### src/rtl/s713_bist_pkg.sv
// Shared definitions for the s713 BIST sequencer.
//   - Default CUT interface widths and the pattern-counter width.
//   - Feedback tap positions for the stimulus LFSR and the response MISR.
//   - The seed that replaces an all-zero seed, which would lock the LFSR up.
//   - The sequencer state encoding.
package s713_bist_pkg;

  localparam int NPI_DEF      = 35;  // CUT primary inputs (LFSR width)
  localparam int NPO_DEF      = 23;  // CUT primary outputs (MISR width)
  localparam int CNT_W_DEF    = 16;  // pattern counter width
  localparam int LFSR_TAP_DEF = 32;  // x^35 + x^33 + 1
  localparam int MISR_TAP_DEF = 17;  // x^23 + x^18 + 1

  // An all-zero LFSR never leaves zero, so a zero seed is replaced with this value.
  localparam int unsigned ZERO_SEED_SUB = 1;

  typedef enum logic [1:0] {
    ST_IDLE  = 2'd0,
    ST_INIT  = 2'd1,
    ST_APPLY = 2'd2,
    ST_DONE  = 2'd3
  } bist_state_e;

endpackage

### src/rtl/s713_bist_misr.sv
// Multiple-input signature register used to compact CUT responses.
// Ports:
//   clk_i     clock, rising edge
//   rst_ni    asynchronous active-low reset; clears the signature
//   clr_i     synchronous clear; has priority over en_i
//   en_i      fold d_i into the signature this cycle
//   d_i       parallel response word
//   sig_o     registered signature
//   sig_nxt_o value the signature takes at the next edge
module bist_misr #(
  parameter int W   = 23,
  parameter int TAP = 17
) (
  input  logic         clk_i,
  input  logic         rst_ni,
  input  logic         clr_i,
  input  logic         en_i,
  input  logic [W-1:0] d_i,
  output logic [W-1:0] sig_o,
  output logic [W-1:0] sig_nxt_o
);

  logic [W-1:0] sig_q;

  always_comb begin
    sig_nxt_o = sig_q;
    if (clr_i) begin
      sig_nxt_o = '0;
    end else if (en_i) begin
      sig_nxt_o = {sig_q[W-2:0], sig_q[W-1] ^ sig_q[TAP]} ^ d_i;
    end
  end

  always_ff @(posedge clk_i or negedge rst_ni) begin
    if (!rst_ni) begin
      sig_q <= '0;
    end else begin
      sig_q <= sig_nxt_o;
    end
  end

  assign sig_o = sig_q;

endmodule

### src/rtl/s713_bist_ctrl.sv
// Built-in self-test sequencer for the s713 core.
// An LFSR drives pseudo-random stimulus onto the CUT inputs, a MISR compacts
// the CUT outputs over a programmed number of patterns, and the final
// signature is compared against a golden value.
// Ports:
//   clk_i       clock, rising edge
//   rst_ni      asynchronous active-low reset
//   start_i     level-sampled run request (honoured in IDLE and DONE)
//   abort_i     return to IDLE from any state; wins over start_i
//   num_pat_i   patterns per run, sampled with start_i
//   seed_i      LFSR seed, sampled with start_i
//   golden_i    expected signature, compared continuously
//   pi_o        stimulus to the CUT primary inputs
//   po_i        CUT primary outputs
//   cut_rstn_o  CUT flop reset, active-low
//   busy_o      high in INIT and APPLY
//   done_o      high in DONE
//   sig_o       current MISR contents
//   pass_o      DONE and signature matches golden_i
module s713_bist_ctrl
  import s713_bist_pkg::*;
#(
  parameter int NPI      = NPI_DEF,
  parameter int NPO      = NPO_DEF,
  parameter int CNT_W    = CNT_W_DEF,
  parameter int LFSR_TAP = LFSR_TAP_DEF,
  parameter int MISR_TAP = MISR_TAP_DEF
) (
  input  logic             clk_i,
  input  logic             rst_ni,
  input  logic             start_i,
  input  logic             abort_i,
  input  logic [CNT_W-1:0] num_pat_i,
  input  logic [NPI-1:0]   seed_i,
  input  logic [NPO-1:0]   golden_i,
  output logic [NPI-1:0]   pi_o,
  input  logic [NPO-1:0]   po_i,
  output logic             cut_rstn_o,
  output logic             busy_o,
  output logic             done_o,
  output logic [NPO-1:0]   sig_o,
  output logic             pass_o
);

  bist_state_e      state_q, state_d;
  logic [NPI-1:0]   lfsr_q, lfsr_d;
  logic [NPI-1:0]   pi_q, pi_d;
  logic [CNT_W-1:0] cnt_q, cnt_d;
  logic [CNT_W-1:0] npat_q, npat_d;
  logic             busy_q, busy_d;
  logic             done_q, done_d;
  logic             crstn_q, crstn_d;
  logic             pass_q, pass_d;

  logic             misr_clr, misr_en;
  logic [NPO-1:0]   sig_nxt;
  logic             last_pat;

  // Only evaluated in APPLY, where the latched pattern count is non-zero.
  assign last_pat = (cnt_q == (npat_q - CNT_W'(1)));

  always_comb begin
    state_d  = state_q;
    lfsr_d   = lfsr_q;
    cnt_d    = cnt_q;
    npat_d   = npat_q;
    misr_clr = 1'b0;
    misr_en  = 1'b0;

    if (abort_i) begin
      state_d = ST_IDLE;
    end else begin
      case (state_q)
        ST_IDLE, ST_DONE: begin
          if (start_i) begin
            state_d  = ST_INIT;
            npat_d   = num_pat_i;
            lfsr_d   = (seed_i == '0) ? NPI'(ZERO_SEED_SUB) : seed_i;
            cnt_d    = '0;
            misr_clr = 1'b1;
          end
        end
        ST_INIT: begin
          state_d = (npat_q != '0) ? ST_APPLY : ST_DONE;
        end
        ST_APPLY: begin
          // The PO seen this cycle belongs to the PI currently on pi_o.
          misr_en = 1'b1;
          lfsr_d  = {lfsr_q[NPI-2:0], lfsr_q[NPI-1] ^ lfsr_q[LFSR_TAP]};
          cnt_d   = cnt_q + CNT_W'(1);
          if (last_pat) begin
            state_d = ST_DONE;
          end
        end
        default: state_d = ST_IDLE;
      endcase
    end

    // Outputs are registered from next-state values so they line up with the state.
    // On INIT->APPLY lfsr_d still holds the seed, so the first pattern is the seed.
    pi_d    = (state_d == ST_APPLY) ? lfsr_d : '0;
    busy_d  = (state_d == ST_INIT) || (state_d == ST_APPLY);
    done_d  = (state_d == ST_DONE);
    crstn_d = (state_d == ST_APPLY) || (state_d == ST_DONE);
    pass_d  = done_d && (sig_nxt == golden_i);
  end

  always_ff @(posedge clk_i or negedge rst_ni) begin
    if (!rst_ni) begin
      state_q <= ST_IDLE;
      lfsr_q  <= '0;
      pi_q    <= '0;
      cnt_q   <= '0;
      npat_q  <= '0;
      busy_q  <= 1'b0;
      done_q  <= 1'b0;
      crstn_q <= 1'b0;
      pass_q  <= 1'b0;
    end else begin
      state_q <= state_d;
      lfsr_q  <= lfsr_d;
      pi_q    <= pi_d;
      cnt_q   <= cnt_d;
      npat_q  <= npat_d;
      busy_q  <= busy_d;
      done_q  <= done_d;
      crstn_q <= crstn_d;
      pass_q  <= pass_d;
    end
  end

  bist_misr #(
    .W   (NPO),
    .TAP (MISR_TAP)
  ) u_misr (
    .clk_i     (clk_i),
    .rst_ni    (rst_ni),
    .clr_i     (misr_clr),
    .en_i      (misr_en),
    .d_i       (po_i),
    .sig_o     (sig_o),
    .sig_nxt_o (sig_nxt)
  );

  assign pi_o       = pi_q;
  assign cut_rstn_o = crstn_q;
  assign busy_o     = busy_q;
  assign done_o     = done_q;
  assign pass_o     = pass_q;

endmodule

### config.mk
export PLATFORM = sky130hd
export DESIGN_NAME = s713_bist_ctrl
export DESIGN_NICKNAME = d
export VERILOG_FILES = /design/src/rtl/s713_bist_pkg.sv /design/src/rtl/s713_bist_misr.sv /design/src/rtl/s713_bist_ctrl.sv
export SDC_FILE = /design/constraint.sdc
export NUM_CORES = 1
export LEC_CHECK = 0
export ABC_CLOCK_PERIOD_IN_PS = 5500
export CORE_ASPECT_RATIO = 1.75
export CORE_MARGIN = 2
export CORE_UTILIZATION = 50
export DETAILED_ROUTE_END_ITERATION = 16
export PLACE_DENSITY = 0.81
export SETUP_SLACK_MARGIN = 0.05
export SLEW_MARGIN = 20
export SYNTH_ARGS = -nofsm -noshare
export SYNTH_HDL_FRONTEND = slang
export SYNTH_HIERARCHICAL = 1
export SYNTH_SLANG_ARGS = --single-unit
### constraint.sdc
create_clock -name clk_i -period 5.5 [get_ports clk_i]
set_clock_uncertainty 0.05 [all_clocks]
set_input_delay 0.55 -clock clk_i [delete_from_list [all_inputs] [get_ports clk_i]]
set_output_delay 0.55 -clock clk_i [all_outputs]
set_load 0.01 [all_outputs]
==> results_dict.tcl, run 1 <==
set metrics [dict create \
    place_hpwl_mm 14.20 \
    synth_top_area_cell "dfrtp_1" \
    ant_nets 0 \
    rsz0062_at_grt "no" \
    cts_setup_buffers 0 \
    power_density_mw_per_mm2 533.3 \
    yosys.cell_types.count 48 \
    grt_max_degree 73 \
    hold_viol 0 \
    vias 6074 \
    syn_inst 716 \
    peakVddDrop_v 0.0003266 \
    outcome "finished clean" \
    antenna_found_initial 0 \
    vias_per_cell 5.824 \
    power_uw 4808 \
    place.gp.congestion 0.9100 \
    fin_tns_setup_ps 0 \
    cp.required_ps 5770 \
    ys_warn_count 6 \
    power_leakage_uw 0.003821 \
    use_met3 0.03925 \
    core_area_mm2 0.01324 \
    stdcell_count 1043 \
    drt_iter0_markers 638 \
    timing.max_cap.violations 0 \
    arrival_ps 3870 \
    place_area_mm2 0.008414 \
    endpoint_kind "register" \
    numCtsBuffers 17 \
    synthesis.nets 823 \
    synth_top_family_by_area "simple AND/OR/NAND/NOR gates" \
    drive_above_1_share 0.06214 \
    synth-adder-area-share 0.01119 \
    critPathLaunchType "register" \
    synth_area_leaders "dfrtp_1 (49%), xnor2_1 (5.2%), nand2_1 (4.4%), nor2_1 (4.3%), xor2_1 (4.3%)" \
    crit_fanout 42 \
    ctsLongestPathBuffers 2 \
    cts.sink_count 131 \
    grt_usage 0.2751 \
    synth_simple_gate_area_frac 0.1982 \
    use_met1 0.3050 \
    die-area_mm2 0.01440 \
    critPathTopFamily "simple AND/OR/NAND/NOR gates" \
    cts-resized-gates 0 \
    slew_headroom 0.3088 \
    die_w_um 91.57 \
    fill_cells 1008 \
    ios 163 \
    yosysSeqAreaShare 0.4886 \
    min_period_ps 3597 \
    h-tree-depth 4 \
    grt.busiest_layer "met2" \
    fp.dieH_um 157.2 \
    hold_class "input port to async pin" \
    drc_errors 0 \
    routed_wirelength_mm 19.64 \
    first_global_vias 6058 \
    ctsHoldBuffers 0 \
    cp_common_cell "inv_2" \
    setup_viol_count_final 0 \
    io_buffers 162 \
    synthXorXnorAreaFrac 0.09884 \
    fmax_ghz 0.2780 \
    tightest_slew_ps 1037 \
    floorplan.rows 56 \
    final_cell_mix "clkdlybuf4s50_1 (161), dfrtp_1 (131), nand2_1 (79), nor2_1 (76), a21oi_1 (54)" \
    slowest_delay_ps 510 \
    seqCellArea_mm2 0.003278 \
    synth_mux_area_frac 0.002984 \
    use_met2 0.5091 \
    stdcell_area_mm2 0.009016 \
    initial_core_util 0.5066 \
    fin_crit_sh 0.6540 \
    gr-total-overflow 0 \
    syn_area_mm2 0.006709 \
    critPathSlowestCell "inv_2" \
    synth_top_area_share 0.4886 \
    clockRootBuffer "clkbuf_16" \
    n_antenna_cell 0 \
    nets 963 \
    avgSynthCellArea_um2 9.370 \
    layout_commonest_cell "clkdlybuf4s50_1" \
    cts.clk_slew.worst_paths_ps 60 \
    insertion_delay_ps 410 \
    area_growth_pct 34.39 \
    first_pass_iters 7 \
    synth_compound_area_frac 0.1639 \
    dp.cells 1011 \
    path_cells "inv_1 > ha_1 > inv_2 > or3_1 > inv_2 > a211oi_1 > xor2_1 > nor4_1 > nand4_1 > nor3_1" \
    drv_slew 0 \
    multi_input_area_mm2 0.003206 \
    cts_tree "built" \
    ys_ff_latch 131 \
    fin_util 0.6808 \
    drt-wirelength-per-cell_um 18.83 \
    grt_pass1_wl_mm 30.86 \
    path_buf_inv 3 \
    critPathKind "register to register" \
]
[synthesized netlist by cell type (all sizes together)]
| library cell | number |
|---|---|
| ha | 6 |
| a32o | 1 |
| o31ai | 1 |
| a211oi | 23 |
| xor2 | 33 |
| xor3 | 1 |
| or2 | 5 |
| clkbuf | 35 |
| o2111ai | 1 |
| nand3b | 2 |
| o311a | 1 |
| a41o | 3 |
| xnor2 | 40 |
| nor2 | 77 |
| a221oi | 1 |
| nand3 | 14 |
| nor4 | 14 |
| a22o | 1 |
| and3 | 12 |
| a21oi | 54 |
| mux2i | 2 |
| o21ba | 1 |
| or4 | 7 |
| nor3 | 10 |
| inv | 13 |
| or3 | 7 |
| nor2b | 2 |
| o22ai | 35 |
| nand2 | 79 |
| and4 | 2 |
| nand4 | 8 |
| buf | 13 |
| a31o | 2 |
| dfrtp | 131 |
| a2bb2oi | 23 |
| a2111oi | 2 |
| a31oi | 1 |
| nand2b | 1 |
| and2 | 36 |
| a21o | 1 |
| o21ai | 15 |
[cells by family (layout without fill, tap and decap cells)]
family                     count (synthesis)  in the layout
DFF                                      131            131
adders and majority gates                  6              6
buffers and inverters                     61            214
xor gates and xnor gates                  74             74
muxes                                      2              2
and+or+nand+nor                          276            276
AOI/OAI and AO/OA                        166            166
[sequential cells by signal, indices dropped and copies added, names as in the netlist]
register	flops
lfsr_q	35
pi_o	35
u_misr/sig_o	23
cnt_q	16
npat_q	16
state_q	2
busy_o	1
cut_rstn_o	1
done_o	1
pass_o	1
[power breakdown]
part / internal, uW / switching, uW / leakage (uW)
Clock: 686 / 434 / 0.000277
Sequential: 1340 / 334 / 0.00166
Combinational: 940 / 1080 / 0.00188
Total: 2960 / 1840 / 0.00382
[worst paths after layout]
path                        endpoint  depth (start not counted)  slack [ps]  startpoint
min reg2reg                 cnt_q[1]                          2         530    cnt_q[1]
min in group clk_i          cnt_q[1]                          2         530    cnt_q[1]
min                        npat_q[7]                          1         200      rst_ni
max in group asynchronous    pi_o[2]                          2        3860      rst_ni
max reg2reg                   pass_o                         10        1900  state_q[0]
max                           pass_o                         10        1900  state_q[0]
[final cells by class]
cell class | instances | area share
Multi-Input combinational cell | 524 | 0.3555
Tap cell | 174 | 0.02415
Clock inverter | 13 | 0.01679
Clock buffer | 19 | 0.04913
Inverter | 13 | 0.005412
Timing Repair Buffer | 169 | 0.1854
Sequential cell | 131 | 0.3636
[layer usage]
layer | part of all wire | routed length [um] | up-vias
li1 | - | - | 2792
met1 | 0.36 | 7054 | 2976
met2 | 0.56 | 10920 | 238
met3 | 0.038 | 750 | 68
met4 | 0.047 | 920 | 0
met5 | 0 | 0 | -
[worst reg2reg max path: cells and delay by family (launching register included)]
kind,cells,cell delay [ps]
fa+ha+maj,1,370
xor+xnor,1,110
flops,1,390
simple gates,4,1140
compound gates,1,450
buf+inv,3,990
[through the flow]
stage	hold slack [ps]	setup WS (ps)
3_5_place_dp	503.9	1449
3_3_place_gp	488.7	1380
5_1_grt	274.3	1567
4_1_cts	237.4	1873
2_1_floorplan	204.4	2573
6_report	202.0	1903
Note: power is estimated with default switching activity, not from simulation.
==> run 2: changes to the inputs <==
- ABC_CLOCK_PERIOD_IN_PS: 5500 -> 3000
- CORE_UTILIZATION: 50 -> 45
- PLACE_DENSITY: 0.81 -> 0.77
- clock period: 5.5 -> 3 ns (I/O delays scaled with it)
==> run 2 against run 1 <==
Global-route usage shrank 2.2 points. Cell count up 3.4%. Utilization fell by 4.8 points. Clock power is 100% higher. Routed wire length decreased by 1.7%. Flip-flop and latch count stayed put. Via count fell by 1.5%. Largest power group unchanged. Fmax is 24% higher. Sequential power rose by 79%. Clock-buffer cell count shrank 1. Worst hold slack improved by 140 ps.
==> results_dict.tcl, run 2 (same netlist as run 1, synthesis figures left out) <==
set metrics [dict create \
    n_antenna_cell 0 \
    seqCellArea_mm2 0.003278 \
    timing.max_cap.violations 0 \
    nets 989 \
    drt_iter0_markers 447 \
    arrival_ps 3140 \
    fill_cells 1236 \
    setup_viol_count_final 0 \
    cts_tree "built" \
    endpoint_kind "register" \
    cp.required_ps 3250 \
    first_pass_iters 5 \
    combPwrFrac 0.433 \
    power_density_mw_per_mm2 988.0 \
    critPathSlowestCell "or4_4" \
    ctsLongestPathBuffers 2 \
    ant_nets 0 \
    vias 5982 \
    cts.clk_slew.worst_paths_ps 60 \
    slew_headroom 0.5900 \
    final_cell_mix "clkdlybuf4s50_1 (161), dfrtp_1 (131), nand2_1 (79), nor2_1 (76), a21oi_1 (53)" \
    grt_pass1_wl_mm 30.80 \
    core_area_mm2 0.01476 \
    critPathLaunchType "register" \
    floorplan.rows 59 \
    drive_above_1_share 0.09385 \
    hold_viol 0 \
    hold-worst-slack_ps 342.5 \
    gr-total-overflow 0 \
    layout_commonest_cell "clkdlybuf4s50_1" \
    io_buffers 162 \
    initial_core_util 0.4544 \
    netSwitchingPower_uw 3438 \
    grt_usage 0.2535 \
    hold_class "input port to async pin" \
    area_growth_pct 39.30 \
    rr_worst_depth 8 \
    drt-wirelength-per-cell_um 17.92 \
    slowest_delay_ps 590 \
    insertion_delay_ps 420 \
    fmax_ghz 0.3460 \
    p_seq_frac 0.324 \
    place_hpwl_mm 13.76 \
    tightest_slew_ps 610.8 \
    rsz0062_at_grt "no" \
    min_period_ps 2890 \
    cts_setup_buffers 0 \
    place.gp.congestion 0.9531 \
    antenna_found_initial 0 \
    vias_per_cell 5.549 \
    drv_slew 0 \
    fp.dieH_um 165.5 \
    path_cells "or4_4 > or4_1 > or4_1 > a21oi_2 > a31oi_1 > ha_2 > buf_12 > and2_1" \
    fin_tns_setup_ps 0 \
    outcome "finished clean" \
    clockRootBuffer "clkbuf_16" \
    drc_errors 0 \
    die_w_um 96.30 \
    cts.sink_count 131 \
    peakVddDrop_v 0.0005912 \
    swShare 0.3724 \
    die-area_mm2 0.01594 \
    ios 163 \
    p_clk_frac 0.243 \
    h-tree-depth 4 \
    first_global_vias 6177 \
    cp_common_cell "or4_1" \
    numCtsBuffers 17 \
    intPower_uw 5795 \
    multi_input_area_mm2 0.003224 \
    critPathKind "register to register" \
    crit_fanout 35 \
    fin_crit_sh 0.9633 \
    power_leakage_uw 0.003988 \
    grt_max_degree 61 \
    routed_wirelength_mm 19.32 \
]
run 2: changes by cell type in the layout (fill, tap and decap cells not counted), sizes merged:
cell / before / now
clkbuf: 19 / 18
clkinv: 4 / 3
dlygate4sd3: 0 / 1
buf: 8 / 33
bufinv: 2 / 4
run 2: worst paths after layout:
check                               from    endpoint  slack [ps]
setup / recovery               npat_q[3]    pi_o[10]         110
hold / removal                    rst_ni  npat_q[10]         340
setup reg to reg               npat_q[3]    pi_o[10]         110
hold reg to reg                cnt_q[15]   cnt_q[15]         520
max in group asynchronous         rst_ni    pi_o[11]        1840
min in group clk_i         num_pat_i[10]  npat_q[10]         360
run 2: worst max-delay path, delay by kind of cell, from the launching register on:
family / cells / cell delay, ps
adder cells (fa/ha/maj): 1 / 220
flip-flops: 1 / 390
AO/OA/AOI/OAI: 2 / 240
AND/OR/NAND/NOR: 4 / 1690
buffers and inverters: 1 / 160
run 2: per-stage QoR:
| stage | cell area (um2) | total power, uW | cells | util | setup WS, ps |
|---|---|---|---|---|---|
| 6_report | 9345 | 9233 | 1078 | 0.6330 | 110.1 |
| 5_1_grt | 9345 | 9778 | 1078 | 0.6330 | 54.53 |
| 2_1_floorplan | 6709 | 5214 | 716 | - | 111.3 |
| 4_1_cts | 9319 | 9223 | 1078 | 0.6312 | 67.77 |
| 3_3_place_gp | 8667 | 6875 | 1045 | 0.5870 | 100.8 |
| 3_5_place_dp | 8667 | 6939 | 1045 | 0.5870 | 75.85 |
run 2: routing by layer:
metal	track usage	wire length [um]
met5	0	0
met4	0.1197	867
met3	0.04719	683
met2	0.4422	10610
met1	0.2950	7159
run 2: cell type report:
class / count / share of cell area
Clock inverter: 14 / 0.02169
Multi-Input combinational cell: 524 / 0.3450
Clock buffer: 18 / 0.04699
Timing Repair Buffer: 195 / 0.2058
Inverter: 13 / 0.005222
Tap cell: 183 / 0.02450
Sequential cell: 131 / 0.3508
run 2: what timing repair did:
action | CTS | global route
endpoints found under the setup margin | 0 | 37
hold endpoints to repair | 51 | 0
hold buffers | 1 | 0
gates resized for setup | 0 | 7
run 2: power groups by stage:
stage	sequential, uW	combinational (uW)	clock (uW)
final	2990	4000	2250
after global routing	3060	4370	2350
after CTS	2980	3970	2270
after detailed placement	3000	3940	0
after global placement	2990	3880	0
after floorplan	3040	2180	0
==> run 3: changes to the inputs <==
- CELL_PAD_IN_SITES_DETAIL_PLACEMENT: default -> 1
- CELL_PAD_IN_SITES_GLOBAL_PLACEMENT: default -> 2
- CORE_UTILIZATION: 45 -> 27
- PLACE_DENSITY: 0.77 -> default
- PLACE_DENSITY_LB_ADDON: default -> 0.1
- SKIP_CTS_REPAIR_TIMING: default -> 1
==> run 3 against run 2 <==
Clock power decreased by 4%. Worst hold slack improved by 14 ps. Register-to-register slack got worse by 60 ps. Highest routed layer unchanged.
==> results_dict.tcl, run 3 (same netlist as run 1, synthesis figures left out) <==
set metrics [dict create \
    outcome "finished clean" \
    setup_viol_count_final 0 \
    floorplan.rows 76 \
    layout_commonest_cell "clkdlybuf4s50_1" \
    timing.max_cap.violations 0 \
    first_pass_iters 4 \
    n_antenna_cell 0 \
    rsz0062_at_grt "yes" \
    io_buffers 162 \
    initial_core_util 0.2735 \
    power_uw 9836 \
    first_global_vias 7104 \
    endpoint_kind "register" \
    numCtsBuffers 17 \
    routed_wirelength_mm 25.42 \
    cts.sink_count 131 \
    nets 1014 \
    tightest_slew_ps 806.3 \
    drc_errors 0 \
    vias 6158 \
    hold_class "input port to register" \
    critPathKind "register to register" \
    cts_tree "built" \
    fill_cells 2841 \
    core_area_mm2 0.02453 \
    stdcell_area_mm2 0.009871 \
    peakVddDrop_v 0.0005250 \
    cp.required_ps 3310 \
    fmax_ghz 0.3391 \
    ctsLongestPathBuffers 2 \
    hold_viol 0 \
    hold-worst-slack_ps 356.8 \
    grt_max_degree 81 \
    fp.dieH_um 212.5 \
    die_w_um 123.2 \
    power_density_mw_per_mm2 996.5 \
    area_growth_pct 47.13 \
    ant_nets 0 \
    clockRootBuffer "clkbuf_16" \
    grt_usage 0.1979 \
    slew_headroom 0.4624 \
    final_cell_mix "clkdlybuf4s50_1 (161), dfrtp_1 (131), nand2_1 (79), nor2_1 (76), a21oi_1 (53)" \
    power_leakage_uw 0.004184 \
    vias_per_cell 4.998 \
    gr-total-overflow 0 \
    dpl_worst_slack_ps -40.80 \
    place_hpwl_mm 18.64 \
    crit_fanout 8 \
    fin_crit_sh 0.9831 \
    drive_above_1_share 0.1533 \
    drt-wirelength-per-cell_um 20.63 \
    arrival_ps 3260 \
    die-area_mm2 0.02617 \
    h-tree-depth 4 \
    ios 163 \
    min_period_ps 2949 \
    drv_slew 0 \
    fin_tns_setup_ps 0 \
    setup_ws_ps 50.65 \
    critPathLaunchType "register" \
    place.gp.congestion 0.8653 \
    drt_iter0_markers 185 \
    insertion_delay_ps 430 \
    antenna_found_initial 0 \
    place_area_mm2 0.008976 \
    grt_pass1_wl_mm 38.86 \
    cts.clk_slew.worst_paths_ps 60 \
]
-- run 3: changes by cell type in the layout (fill, tap and decap cells not counted), moves of 4 or more --
cell / delta
and2_1: -24
and2_4: +24
buf_4: +17
buf_6: +4
-- run 3: final timing paths --
path                       slack, ps  cells past startpoint          to          start
max                               50                     10     pi_o[2]      npat_q[4]
min                              360                      3  npat_q[12]  num_pat_i[12]
max reg2reg                       50                     10     pi_o[2]      npat_q[4]
min reg2reg                      490                      2  npat_q[13]     npat_q[13]
max in group asynchronous       1730                      3   npat_q[8]         rst_ni
min in group asynchronous        450                      2   lfsr_q[3]         rst_ni
-- run 3: critical path, cell delays in order, from the launching register on --
cell	delay, ps
dfrtp_1	380
or4_4	580
buf_6	160
or4_4	440
mux2i_1	140
a21oi_1	190
o22ai_2	160
a31oi_4	180
ha_4	290
buf_6	200
and2_1	130
-- run 3: final cells by class --
type / instances / area, um2 / share of cell area
tap: 312 / 390.4 / 0.03955
multi-input combinational: 524 / 3349 / 0.3393
inverter: 13 / 48.80 / 0.004944
clock buffer: 20 / 456.7 / 0.04627
sequential: 131 / 3278 / 0.3321
clock inverter: 12 / 156.4 / 0.01584
timing repair buffer: 220 / 2191 / 0.2220
-- run 3: where the power goes --
group | internal (uW) | leakage (uW) | total [uW] | switching, uW
registers | 2450 | 0.00166 | 3000 | 545
logic | 2250 | 0.00223 | 4660 | 2410
clock network | 1350 | 0.000288 | 2170 | 824
-- run 3: per-layer routing --
metal | track usage | part of all wire | wire [um]
met5 | 0 | 0 | 0
met4 | 0.08386 | 0.032 | 811
met3 | 0.05392 | 0.053 | 1342
met2 | 0.3852 | 0.58 | 14720
met1 | 0.1873 | 0.34 | 8544
-- run 3: per-stage QoR --
stage          std cells  utilization
2_1_floorplan        716            -
3_3_place_gp        1192       0.3659
3_5_place_dp        1192       0.3659
4_1_cts             1224       0.3909
5_1_grt             1232       0.4023
6_report            1232       0.4023
